### src/rtl/input_debouncer.sv
// Multi-channel input conditioner: synchroniser, saturating integrator and hysteretic level/edge outputs.
// Optional LONG_PRESS_EN macro adds per-channel hold counters driving long_press.
module input_debouncer #(
    parameter int CHANNELS    = 4,
    parameter int CNT_W       = 4,
    parameter int THRESH      = 15,
    parameter int SYNC_STAGES = 2,
    parameter int LONG_W      = 16,
    parameter int LONG_CYCLES = 1000
) (
    input  logic                clk,
    input  logic                rst,
    input  logic [CHANNELS-1:0] din,
    output logic [CHANNELS-1:0] dout,
    output logic [CHANNELS-1:0] rise,
    output logic [CHANNELS-1:0] fall,
    output logic [CHANNELS-1:0] long_press
);

    typedef enum logic {
        ST_LOW  = 1'b0,
        ST_HIGH = 1'b1
    } state_e;

    localparam logic [CNT_W-1:0] THR = CNT_W'(THRESH);

    logic [SYNC_STAGES-1:0] sync_q  [CHANNELS];
    logic [SYNC_STAGES-1:0] sync_d  [CHANNELS];
    logic [CNT_W-1:0]       cnt_q   [CHANNELS];
    logic [CNT_W-1:0]       cnt_d   [CHANNELS];
    state_e                 state_q [CHANNELS];
    state_e                 state_d [CHANNELS];
    logic [CHANNELS-1:0]    rise_q, rise_d;
    logic [CHANNELS-1:0]    fall_q, fall_d;
    logic [CHANNELS-1:0]    din_s;

    always_ff @(posedge clk or posedge rst) begin
        if (rst) begin
            for (int i = 0; i < CHANNELS; i++) begin
                sync_q[i] <= '0;
                cnt_q[i]  <= '0;
            end
            rise_q <= '0;
            fall_q <= '0;
        end else begin
            sync_q <= sync_d;
            cnt_q  <= cnt_d;
            rise_q <= rise_d;
            fall_q <= fall_d;
        end
    end

    always_ff @(posedge clk or posedge rst) begin
        if (rst) begin
            for (int i = 0; i < CHANNELS; i++) begin
                state_q[i] <= ST_LOW;
            end
        end else begin
            state_q <= state_d;
        end
    end

    // Synchroniser shift and saturating up/down integrator
    always_comb begin
        for (int i = 0; i < CHANNELS; i++) begin
            sync_d[i] = {sync_q[i][SYNC_STAGES-2:0], din[i]};
            din_s[i]  = sync_q[i][SYNC_STAGES-1];
            cnt_d[i]  = cnt_q[i];
            if (din_s[i] && (cnt_q[i] < THR)) begin
                cnt_d[i] = cnt_q[i] + CNT_W'(1);
            end else if (!din_s[i] && (cnt_q[i] != '0)) begin
                cnt_d[i] = cnt_q[i] - CNT_W'(1);
            end
        end
    end

    // Hysteresis decided on the next count so the edge pulse lines up with the level change
    always_comb begin
        for (int i = 0; i < CHANNELS; i++) begin
            state_d[i] = state_q[i];
            rise_d[i]  = 1'b0;
            fall_d[i]  = 1'b0;
            case (state_q[i])
                ST_LOW: begin
                    if (cnt_d[i] == THR) begin
                        state_d[i] = ST_HIGH;
                        rise_d[i]  = 1'b1;
                    end
                end
                ST_HIGH: begin
                    if (cnt_d[i] == '0) begin
                        state_d[i] = ST_LOW;
                        fall_d[i]  = 1'b1;
                    end
                end
                default: state_d[i] = ST_LOW;
            endcase
        end
    end

    always_comb begin
        for (int i = 0; i < CHANNELS; i++) begin
            dout[i] = (state_q[i] == ST_HIGH);
        end
    end

    assign rise = rise_q;
    assign fall = fall_q;

`ifdef LONG_PRESS_EN
    localparam logic [LONG_W-1:0] LC     = LONG_W'(LONG_CYCLES);
    localparam logic [LONG_W-1:0] LC_M1  = LONG_W'(LONG_CYCLES - 1);

    logic [LONG_W-1:0]   hold_q [CHANNELS];
    logic [LONG_W-1:0]   hold_d [CHANNELS];
    logic [CHANNELS-1:0] long_press_q, long_press_d;

    always_ff @(posedge clk or posedge rst) begin
        if (rst) begin
            for (int i = 0; i < CHANNELS; i++) begin
                hold_q[i] <= '0;
            end
            long_press_q <= '0;
        end else begin
            hold_q       <= hold_d;
            long_press_q <= long_press_d;
        end
    end

    // Hold saturates at LC, so the LC-1 -> LC step happens only once per press
    always_comb begin
        for (int i = 0; i < CHANNELS; i++) begin
            hold_d[i]       = '0;
            long_press_d[i] = 1'b0;
            if (state_q[i] == ST_HIGH) begin
                hold_d[i]       = (hold_q[i] == LC) ? hold_q[i] : hold_q[i] + LONG_W'(1);
                long_press_d[i] = (hold_q[i] == LC_M1);
            end
        end
    end

    assign long_press = long_press_q;
`else
    // Feature absent: port kept constant; parameters still referenced for a uniform interface
    assign long_press = {CHANNELS{1'b0}} & {CHANNELS{(LONG_W > 0) && (LONG_CYCLES > 0)}};
`endif

endmodule

### config.mk
export PLATFORM = sky130hd
export DESIGN_NAME = input_debouncer
export DESIGN_NICKNAME = d
export VERILOG_FILES = /design/src/rtl/input_debouncer.sv
export SDC_FILE = /design/constraint.sdc
export NUM_CORES = 1
export LEC_CHECK = 0
export CAP_MARGIN = 10
export CORE_MARGIN = 1.5
export CORE_UTILIZATION = 55
export CTS_CLUSTER_DIAMETER = 120
export CTS_CLUSTER_SIZE = 10
export DETAILED_ROUTE_END_ITERATION = 8
export HOLD_SLACK_MARGIN = 0.12
export PLACE_DENSITY = 0.78
export SLEW_MARGIN = 10
export SYNTH_ARGS = -nofsm -noshare
export SYNTH_HDL_FRONTEND = slang
export SYNTH_SLANG_ARGS = --single-unit
### constraint.sdc
create_clock -name clk -period 3.6 [get_ports clk]
set_input_delay 0.72 -clock clk [delete_from_list [all_inputs] [get_ports clk]]
set_output_delay 0.72 -clock clk [all_outputs]
set_load 0.01 [all_outputs]
==> results.sh <==
export IMPL_power_frac_seq_pct=40.0
export IMPL_power_switching_share_pct=43.7
export IMPL_worstPathArrival_ps=1330
export IMPL_cp_required_ps=2880
export IMPL_period_needed_ps=2050
export IMPL_drt_antenna_violating_nets=0
export IMPL_insertedDiodeCount=0
export IMPL_hold_class="reg -> reg"
export IMPL_drive_above_1_share_pct=10.4
export IMPL_clk_pin_slew_ps=100
export IMPL_cts_resized_gates=0
export IMPL_grt_pass1_wl_um=6040
export IMPL_pin_count=22
export IMPL_routed_wl_um=3330
export IMPL_die_y_um=63.4
export IMPL_tightest_slew_ps=685
export IMPL_critPathLaunchType="flip-flop"
export IMPL_route_detailed_drc=0
export IMPL_period_share_pct=56.9
export IMPL_p_sw_uw=789
export IMPL_grt_ovfl_total=0
export IMPL_synth_distinct_cells=54
export IMPL_hpwl_um=2540
export IMPL_fin_nets=226
export IMPL_synth_simple_area_share_pct=19.4
export IMPL_antenna_found_initial=0
export IMPL_synthCells=198
export IMPL_synth_edf_count=0
export IMPL_path_buf_inv=1
export IMPL_critPathMaxStageDelay_ps=570
export IMPL_synth_area_mm2=0.00200
export IMPL_cts_tree="built"
export IMPL_synthXorXnorAreaFrac_pct=1.75
export IMPL_place_congestion=0.794
export IMPL_peakVddDrop_uv=426
export IMPL_via_count=1477
export IMPL_synth_compound_area_share_pct=17.4
export IMPL_post_drt_wl_per_cell_um=12.9
export IMPL_dieArea_mm2=0.00401
export IMPL_max_slew_margin_rel_pct=54.3
export IMPL_cts_setup_buffers=0
export IMPL_power_density_mw_per_mm2=825
export IMPL_syn_to_final_growth_pct=9.24
export IMPL_numCtsBuffers=5
export IMPL_synthFlopType="dfrtp_1"
export IMPL_h_tree_depth=2
export IMPL_rows=21
export IMPL_dp_slack_ps=1570
export IMPL_rsz0062_at_grt="no"
export IMPL_dr_pass1_iters=4
export IMPL_async_flop_share_pct=100
export IMPL_slowest_stage="clkdlybuf4s50_1"
export IMPL_cts_sinks=36
export IMPL_hold_violations=0
export IMPL_cts_root_buf="clkbuf_4"
export IMPL_cts_buffer_depth=2
export IMPL_core_area_mm2=0.00342
export IMPL_critPathCaptureType="output port"
export IMPL_p_leak_nw=0.958
export IMPL_viasPerCell=5.72
export IMPL_synth_seq_area_share_pct=45.0
export IMPL_synthMuxAreaShare_pct=1.81
export IMPL_holdBufCountCts=0
export IMPL_initial_core_util_pct=58.6
export IMPL_synth_area_per_cell_um2=10.1
export IMPL_fin_ws_ps=1550
export IMPL_setup_tns_final_ps=0
export IMPL_drv_cap=0
export IMPL_setup_violations=0
export IMPL_slew_viol_final=0
export IMPL_worstPathCellList="clkdlybuf4s50_1"
export IMPL_grt_max_degree=20
export IMPL_worstPathMaxFanout=5
export IMPL_clk_latency_ps=320
export IMPL_fmax_mhz=488
export IMPL_hold_slack_ps=349
export IMPL_clkPwrFrac_pct=10.3
export IMPL_yosysWarnings=0
export IMPL_synth_fa_ha_area_share_pct=5.00
export IMPL_p_int_mw=1.02
export IMPL_critPathKind="reg -> out"
export IMPL_drt_iter0_markers=70
export IMPL_status="finished, final reports clean"
export IMPL_crit_family="buffers and inverters"
export IMPL_die_x_um=63.4
export IMPL_synth_top_family_by_area="simple AND/OR/NAND/NOR gates"
export IMPL_skew_ps=13.5
export IMPL_combPwrFrac_pct=49.7
export IMPL_grt_usage_pct=18.7
export IMPL_grt_pass1_vias=1454
export IMPL_ys_ff_latch=36
export IMPL_portBuffers=17
-- stage by stage --
stage                     std cells  area [um2]  utilization [%]  total power [mW]
after floorplan                 201        2010                -              1.44
after global placement          251        2140             62.7              1.56
after detailed placement        251        2140             62.7              1.62
after CTS                       258        2190             64.1              1.82
after global routing            258        2190             64.1              1.97
final                           258        2190             64.1              1.80
-- area by class of cell --
type / instances / area (um2)
repair buffers: 18 / 178
well taps: 46 / 57.6
clock inverters: 1 / 5.00
flip-flops and latches: 36 / 901
multi-input cells: 129 / 923
clock buffers: 6 / 41.3
fillers: 278 / 1230
inverters: 22 / 82.6
-- layout by cell type, fill, tap and decap left out, types with 2 or more instances in the layout --
master and count:
and3_1 2, dfrtp_1 36, o21a_1 3, or2_2 2, nor3_1 8, nand4_1 7
or4_4 2, a2bb2oi_1 2, nor2b_1 7, conb_1 4, inv_1 22, ha_1 8
and2_1 3, clkbuf_4 5, o21ai_0 5, nand2_1 6, xnor2_1 4, a21oi_1 11
clkdlybuf4s50_1 17, a221oi_1 2, nand3_1 7, nand3_2 2, nor2_1 4, nand2b_1 2
o32ai_1 2, a31oi_1 4, a211oi_1 6
-- power groups by stage --
stage,Sequential (mW),Clock [mW],Combinational [mW]
after floorplan,0.649,0,0.790
after global placement,0.710,0,0.847
after detailed placement,0.726,0,0.895
after CTS,0.719,0.197,0.902
after global routing,0.750,0.213,1.01
final,0.721,0.186,0.897
-- cells by family (layout without fill, tap and decap cells) --
| kind of cell | count (synthesis) | count (layout) |
|---|---|---|
| simple gates | 62 | 62 |
| compound gates | 49 | 49 |
| flops | 36 | 36 |
| buf+inv | 36 | 47 |
| fa+ha+maj | 8 | 8 |
| xor+xnor | 4 | 4 |
| mux | 2 | 2 |
| other cells | 1 | 4 |
-- path summary, 6_finish.rpt --
check                          start        end  slack, ps  depth (start not counted)
max in group asynchronous        rst  sync_d[3]       2110                          3
min reg2reg                sync_d[1]   din_s[3]        350                          0
min in group asynchronous        rst   din_s[3]        790                          2
min                        sync_d[1]   din_s[3]        350                          0
max reg2reg                cnt_q[12]    dout[0]       1550                          7
max                          dout[1]    dout[1]       1550                          1
-- registers in the layout, indices dropped and copies added (netlist names) --
name,cells
dout,4
sync_d,4
fall,4
rise,4
cnt_q,16
din_s,4
-- metal layers --
metal | share of wire [%] | routed length, um | GRT usage [%]
met3 | 4.4 | 145 | 3.93
met4 | 1.6 | 54 | 7.61
met2 | 49 | 1650 | 32.5
met1 | 45 | 1480 | 22.7
met5 | 0 | 0 | 0
-- synth_stat cells, types with 2 or more instances --
master | count | share of area (%)
dfrtp_1 | 36 | 45
inv_1 | 22 | 4.1
a21oi_1 | 11 | 2.7
ha_1 | 8 | 5.0
nor3_1 | 8 | 2.0
nand3_1 | 7 | 1.7
nand4_1 | 7 | 2.2
nor2b_1 | 7 | 2.2
a211oi_1 | 6 | 2.2
nand2_1 | 6 | 1.1
buf_2 | 5 | 1.2
buf_4 | 5 | 1.9
o21ai_0 | 5 | 1.2
a31oi_1 | 4 | 1.2
buf_6 | 4 | 2.2
nor2_1 | 4 | 0.75
xnor2_1 | 4 | 1.7
and2_1 | 3 | 0.94
o21a_1 | 3 | 1.1
a221oi_1 | 2 | 0.87
a2bb2oi_1 | 2 | 0.87
and3_1 | 2 | 0.62
nand2b_1 | 2 | 0.62
nand3_2 | 2 | 1.0
o32ai_1 | 2 | 0.87
or2_2 | 2 | 0.62
or4_4 | 2 | 1.1
Power figures use the tool's default switching activity.
